## config.mk

```make
export PLATFORM = sky130hd
export DESIGN_NAME = fetch_unit
export DESIGN_NICKNAME = d
export VERILOG_FILES = /design/src/rtl/fetch_unit_pkg.sv /design/src/rtl/fetch_unit_pc_sel.sv /design/src/rtl/fetch_unit.sv
export SDC_FILE = /design/constraint.sdc
export NUM_CORES = 1
export LEC_CHECK = 0
export CAP_MARGIN = 10
export CORE_UTILIZATION = 50
export DETAILED_ROUTE_END_ITERATION = 10
export HOLD_SLACK_MARGIN = 0.12
export PLACE_DENSITY = 0.82
export SYNTH_ARGS = -nofsm -noshare
export SYNTH_HDL_FRONTEND = slang
export SYNTH_HIERARCHICAL = 1
export SYNTH_SLANG_ARGS = --single-unit
```

## constraint.sdc

```tcl
create_clock -name clk -period 7.9 [get_ports clk]
set_input_delay 0.79 -clock clk [delete_from_list [all_inputs] [get_ports clk]]
set_output_delay 0.79 -clock clk [all_outputs]
set_load 0.03 [all_outputs]
```

## src/rtl/fetch_unit_pkg.sv

```systemverilog
// Shared types for the IF stage: ibus request/response, fetch payload and FSM states.
// fetch_data_t carries a misalign flag only when FETCH_MISALIGN_CHECK_EN is defined.
package fetch_unit_pkg;

    typedef logic        u1;
    typedef logic [31:0] u32;
    typedef logic [63:0] u64;

    localparam u64 PC_RESET_DEFAULT    = 64'h8000_0000;
    localparam int INSTR_BYTES_DEFAULT = 4;

    typedef struct packed {
        u1  valid;
        u64 addr;
    } ibus_req_t;

    typedef struct packed {
        u1  addr_ok;
        u1  data_ok;
        u32 data;
    } ibus_resp_t;

    typedef struct packed {
        u1  valid;
        u64 pc;
        u32 raw_instr;
`ifdef FETCH_MISALIGN_CHECK_EN
        u1  misalign;
`endif
    } fetch_data_t;

    typedef enum logic [2:0] {
        IDLE,
        REQ,
        WAIT,
        HOLD,
        DROP
    } fetch_state_t;

    // Source of the next PC value chosen by the fetch FSM.
    typedef enum logic [1:0] {
        PC_HOLD,
        PC_INC,
        PC_JUMP,
        PC_PEND
    } pc_sel_t;

endpackage

```

## src/rtl/fetch_unit_pc_sel.sv

```systemverilog
// Combinational next-PC mux: hold, sequential increment, redirect target or pending redirect.
module fetch_unit_pc_sel
    import fetch_unit_pkg::*;
#(
    parameter int INSTR_BYTES = INSTR_BYTES_DEFAULT
) (
    input  pc_sel_t     sel_i,
    input  logic [63:0] pc_i,
    input  logic [63:0] jump_pc_i,
    input  logic [63:0] pend_pc_i,
    output logic [63:0] pc_next_o
);

    always_comb begin
        pc_next_o = pc_i;
        unique case (sel_i)
            PC_HOLD: pc_next_o = pc_i;
            PC_INC:  pc_next_o = pc_i + u64'(INSTR_BYTES);
            PC_JUMP: pc_next_o = jump_pc_i;
            PC_PEND: pc_next_o = pend_pc_i;
            default: pc_next_o = pc_i;
        endcase
    end

endmodule

```

## src/rtl/fetch_unit.sv

```systemverilog
// IF-stage PC generator and single-outstanding ibus initiator feeding dataF to IF/ID.
// Optional FETCH_MISALIGN_CHECK_EN suppresses bus requests for misaligned PCs and flags them.
module fetch_unit
    import fetch_unit_pkg::*;
#(
    parameter u64 PC_RESET    = PC_RESET_DEFAULT,
    parameter int INSTR_BYTES = INSTR_BYTES_DEFAULT
) (
    input  logic        clk,
    input  logic        reset,
    input  logic        stall,
    input  logic        stallM,
    input  logic        jump,
    input  logic [63:0] jump_pc,
    output ibus_req_t   ireq,
    input  ibus_resp_t  iresp,
    output fetch_data_t dataF,
    output logic        fetch_busy
);

    fetch_state_t state_q, state_d, state_nx;
    u64           pc_q, pc_d;
    u64           pend_q, pend_d;
    logic         pend_valid_q, pend_valid_d;
    u32           instr_q, instr_d, instr_nx;
    pc_sel_t      pc_sel;
`ifdef FETCH_MISALIGN_CHECK_EN
    logic         misalign_q, misalign_d;
`endif

    fetch_unit_pc_sel #(
        .INSTR_BYTES(INSTR_BYTES)
    ) u_pc_sel (
        .sel_i    (pc_sel),
        .pc_i     (pc_q),
        .jump_pc_i(jump_pc),
        .pend_pc_i(pend_q),
        .pc_next_o(pc_d)
    );

    // A request already on the bus cannot be withdrawn, so a redirect arriving
    // before its data is parked in pend_q and the returning data is discarded.
    always_comb begin
        state_nx     = state_q;
        pc_sel       = PC_HOLD;
        pend_d       = pend_q;
        pend_valid_d = pend_valid_q;
        instr_nx     = instr_q;

        unique case (state_q)
            IDLE: begin
                if (jump) begin
                    pc_sel = PC_JUMP;
                end
                state_nx = REQ;
            end
            REQ: begin
                if (jump) begin
                    pend_d       = jump_pc;
                    pend_valid_d = 1'b1;
                end
                if (iresp.addr_ok) begin
                    if (jump || pend_valid_q) begin
                        if (iresp.data_ok) begin
                            pc_sel       = jump ? PC_JUMP : PC_PEND;
                            pend_valid_d = 1'b0;
                            state_nx     = REQ;
                        end else begin
                            state_nx = DROP;
                        end
                    end else if (iresp.data_ok) begin
                        instr_nx = iresp.data;
                        state_nx = HOLD;
                    end else begin
                        state_nx = WAIT;
                    end
                end
            end
            WAIT: begin
                if (jump) begin
                    if (iresp.data_ok) begin
                        pc_sel   = PC_JUMP;
                        state_nx = REQ;
                    end else begin
                        pend_d       = jump_pc;
                        pend_valid_d = 1'b1;
                        state_nx     = DROP;
                    end
                end else if (iresp.data_ok) begin
                    instr_nx = iresp.data;
                    state_nx = HOLD;
                end
            end
            HOLD: begin
                if (jump) begin
                    pc_sel   = PC_JUMP;
                    state_nx = REQ;
                end else if (!(stall || stallM)) begin
                    pc_sel   = PC_INC;
                    state_nx = REQ;
                end
            end
            DROP: begin
                if (jump) begin
                    pend_d = jump_pc;
                end
                if (iresp.data_ok) begin
                    pc_sel       = jump ? PC_JUMP : PC_PEND;
                    pend_valid_d = 1'b0;
                    state_nx     = REQ;
                end
            end
            default: begin
                state_nx = IDLE;
            end
        endcase
    end

    always_comb begin
        state_d = state_nx;
        instr_d = instr_nx;
`ifdef FETCH_MISALIGN_CHECK_EN
        misalign_d = (state_q == HOLD && state_nx == HOLD) ? misalign_q : 1'b0;
        if (state_nx == REQ && pc_d[1:0] != 2'b00) begin
            state_d    = HOLD;
            instr_d    = '0;
            misalign_d = 1'b1;
        end
`endif
    end

    always_ff @(posedge clk or negedge reset) begin
        if (!reset) begin
            state_q      <= IDLE;
            pc_q         <= PC_RESET;
            pend_q       <= '0;
            pend_valid_q <= 1'b0;
            instr_q      <= '0;
`ifdef FETCH_MISALIGN_CHECK_EN
            misalign_q   <= 1'b0;
`endif
        end else begin
            state_q      <= state_d;
            pc_q         <= pc_d;
            pend_q       <= pend_d;
            pend_valid_q <= pend_valid_d;
            instr_q      <= instr_d;
`ifdef FETCH_MISALIGN_CHECK_EN
            misalign_q   <= misalign_d;
`endif
        end
    end

    // Decode only ever sees a payload in HOLD; everything else is driven to zero.
    always_comb begin
        ireq.valid = (state_q == REQ);
        ireq.addr  = pc_q;
        dataF      = '0;
        if (state_q == HOLD) begin
            dataF.valid     = 1'b1;
            dataF.pc        = pc_q;
            dataF.raw_instr = instr_q;
`ifdef FETCH_MISALIGN_CHECK_EN
            dataF.misalign  = misalign_q;
`endif
        end
        fetch_busy = (state_q == REQ) || (state_q == WAIT) || (state_q == DROP);
    end

endmodule

```

==> results.toml <==
[grt]
antenna_found_initial = 0
grt_start_max_net_pins = 111
grt_use_total_pct = 30.15
grt_pass1_wl_microns = 47660
grt_pass1_vias = 8853
overflow = 0

[pwr]
swShare_pct = 41.66
power.total_mw = 5.004
power.density_mw_per_mm2 = 376.8
p_sw_mw = 2.085
peakVddDrop_uv = 214.0
seqPwrFrac_pct = 33.5
intPower_mw = 2.919
power_leakage_nw = 5.413
p_clk_share_pct = 17.7
combinationalPowerShare_pct = 48.9

[clock_tree]
ctsLongestPathBuffers = 2
cts_tree = "yes"
cts_buffers = 17
clk_latency_ns = 0.43
post_cts_resized = 0
cts_root_buf = "clkbuf_16"
htreeDepth = 4
cts.clk_slew.worst_paths_ns = 0.07
cts_post_setup_buffers_inserted = 0
cts_sinks = 164
holdBufCountCts = 0

[yosys]
seq_area_frac_synth_pct = 41.36
yosys-top-cells-area = "dfrtp_1 (41%), mux2_4 (9.1%), and2_1 (6.4%)"
synth_common_cells = "dfrtp_1 (163), and2_1 (102), nand2_1 (69), nor2_1 (64), mux2_4 (60)"
syn_area_per_cell_sq_um = 9.895
async_reset_ff_share_pct = 100.0
synth-edff-count = 0
synth_flop_cell = "dfrtp_1"
synthMostInstantiatedCell = "dfrtp_1"
synthesis.nets = 1107
yosys_warnings = 6
syn_area_sq_mm = 0.009925
synthDistinctLibCells = 78
synth_top_area_share_pct = 41.10
synth_area_leader_cell = "dfrtp_1"
synth_seq_cells = 164
syn_inst = 1003

[detailed_routing]
drt-total-wl_microns = 30340
post_drt_via_cell_ratio = 6.099
antenna_left = 0
firstDrtPassIters = 6
drc = 0
first_iter_violations = 897
vias = 9167
routedWlPerCell_microns = 20.19

[finish]
area_delta_synth_final_pct = 33.80
seq_area_sq_mm = 0.004105
nets = 1328
fin_area_sq_mm = 0.01328
final_cells = 1503
drive_above_1_share_pct = 13.42
multi_input_area_sq_mm = 0.005426
fillCellCount = 1513

[critical_path]
arrival_ns = 4.74
required_ns = 8.24
cp-end-kind = "flop"
path_max_fanout = 98
crit_path_start_kind = "flop"
timing.reg2reg.setup_slack_ns = 3.50
crit_type = "reg -> reg"

[floorplan]
ioPinCount = 266
rows = 51
start_util_pct = 50.99
fp.coreArea_sq_mm = 0.01946
die-area_sq_mm = 0.02042
die_x_microns = 142.9
die_h_microns = 142.9

[sta]
relSlewSlack_pct = 19.85
tns_ns = 0
slew_viol_final = 0
worst_slew_pin_slew_ns = 1.191
period_minus_slack_ns = 4.405
rsz0062_at_grt = "no"
hold_viol = 0
setup-violations-final = 0
skew_ns = 0.01764
timing.fmax_mhz = 227.0
finalCritPeriodShare_pct = 55.75

[flow_run]
cap_viol_max_count = 0

[placement]
io_buffer_count = 265
placed_area_sq_mm = 0.01265
gp_congestion = 0.8808
dpl.cell_count = 1469
hpwl_microns = 20310

[min_path]
holdCritPathClass = "reg -> reg"

[outcome]
run_status = "finished clean"
-- path summary, 6_finish.rpt --
| check | start | depth (start not counted) | end |
|---|---|---|---|
| max reg2reg | state_q[0] | 10 | pc_q[51] |
| max | state_q[0] | 10 | pc_q[51] |
| min in group asynchronous | reset | 1 | pc_q[44] |
| min | instr_q[16] | 1 | instr_q[16] |
| max in group asynchronous | reset | 2 | state_q[1] |
| min reg2reg | instr_q[16] | 1 | instr_q[16] |
-- cells in the final DEF (no fill, tap or decap), types with 4 or more instances in the layout --
cell type and n:
and2_1 102, o41ai_1 5, o21a_1 5, clkdlybuf4s50_1 264, or2_2 4, o221ai_1 6, o211ai_1 11, a211oi_1 8
o311ai_0 4, nor4_1 11, nand4_1 30, dfrtp_1 163, clkbuf_16 17, nand2b_1 7, and3_1 14, mux2i_1 20
nor2b_1 18, o22ai_1 14, a21boi_0 6, nor3b_1 4, a31oi_1 10, or3_1 12, nor2_1 64, o32ai_1 5
mux2_4 60, a41o_1 4, nand2_1 69, a311oi_1 4, mux2_2 40, a22oi_1 5, or4_1 5, buf_4 9
o21ai_0 27, a21oi_1 46, nand3_1 39, nor3_1 17, and4_1 14, inv_1 16, a41oi_1 4
-- sequential cells by signal (all words and copies together) (netlist names) --
signal and cells:
pend_q 64, instr_q 32, state_q 3, pc_q 64, pend_valid_q 1
-- area by class of cell --
type | count | share of cell area (%)
antenna | 1 | 0.01884
clock buffer | 22 | 3.571
clock inverter | 10 | 1.102
inverter | 17 | 0.4805
multi-input combinational | 749 | 40.86
sequential | 164 | 30.91
tap | 265 | 2.497
timing repair buffer | 275 | 20.55
-- worst max-delay path, cell delays in order, from the launching register on --
cell and delay [ns]:
dfrtp_1 0.58, and3b_2 0.25, buf_4 0.59, nand2_1 0.22, a21oi_4 0.54, buf_4 0.74
and2_1 0.88, nand2_1 0.10, o21ai_0 0.14, nor2_1 0.08, a31oi_1 0.17
-- cell families after synthesis --
kind of cell             after synthesis  synth area share (%)
AND/OR/NAND/NOR                      428                 24.26
flip-flops                           164                 41.36
multiplexers                         125                 16.43
adder cells (fa/ha/maj)                1                0.1261
XOR/XNOR                               1               0.08827
AO/OA/AOI/OAI                        194                 13.54
buffers and inverters                 90                 4.198
-- power by group through the flow --
stage                     Combinational (mW)  Sequential, mW  Clock (mW)
after CTS                               2.43            1.66       0.891
after global placement                  2.36            1.65           0
after detailed placement                2.42            1.67           0
after global routing                    2.62            1.73       0.925
final                                   2.44            1.67       0.885
after floorplan                         1.54            1.74           0
-- metal layers --
| metal | vias to the layer above | part of all wire, % | GRT usage, % |
|---|---|---|---|
| met5 | - | 0 | 0 |
| met4 | 0 | 2.5 | 12.22 |
| met3 | 62 | 9.4 | 6.003 |
| met2 | 543 | 48 | 48.99 |
| met1 | 4418 | 40 | 39.41 |
| li1 | 4144 | - | - |
-- through the flow --
| stage | hold WS, ns | utilization [%] | setup slack (ns) |
|---|---|---|---|
| 2_1_floorplan | 0.4492 | - | 4.847 |
| 3_3_place_gp | 0.4666 | 64.99 | 3.412 |
| 3_5_place_dp | 0.4744 | 64.99 | 3.321 |
| 4_1_cts | 0.4895 | 68.18 | 3.497 |
| 5_1_grt | 0.5034 | 68.22 | 3.113 |
| 6_report | 0.4869 | 68.23 | 3.495 |
Power figures use the tool's default switching activity.
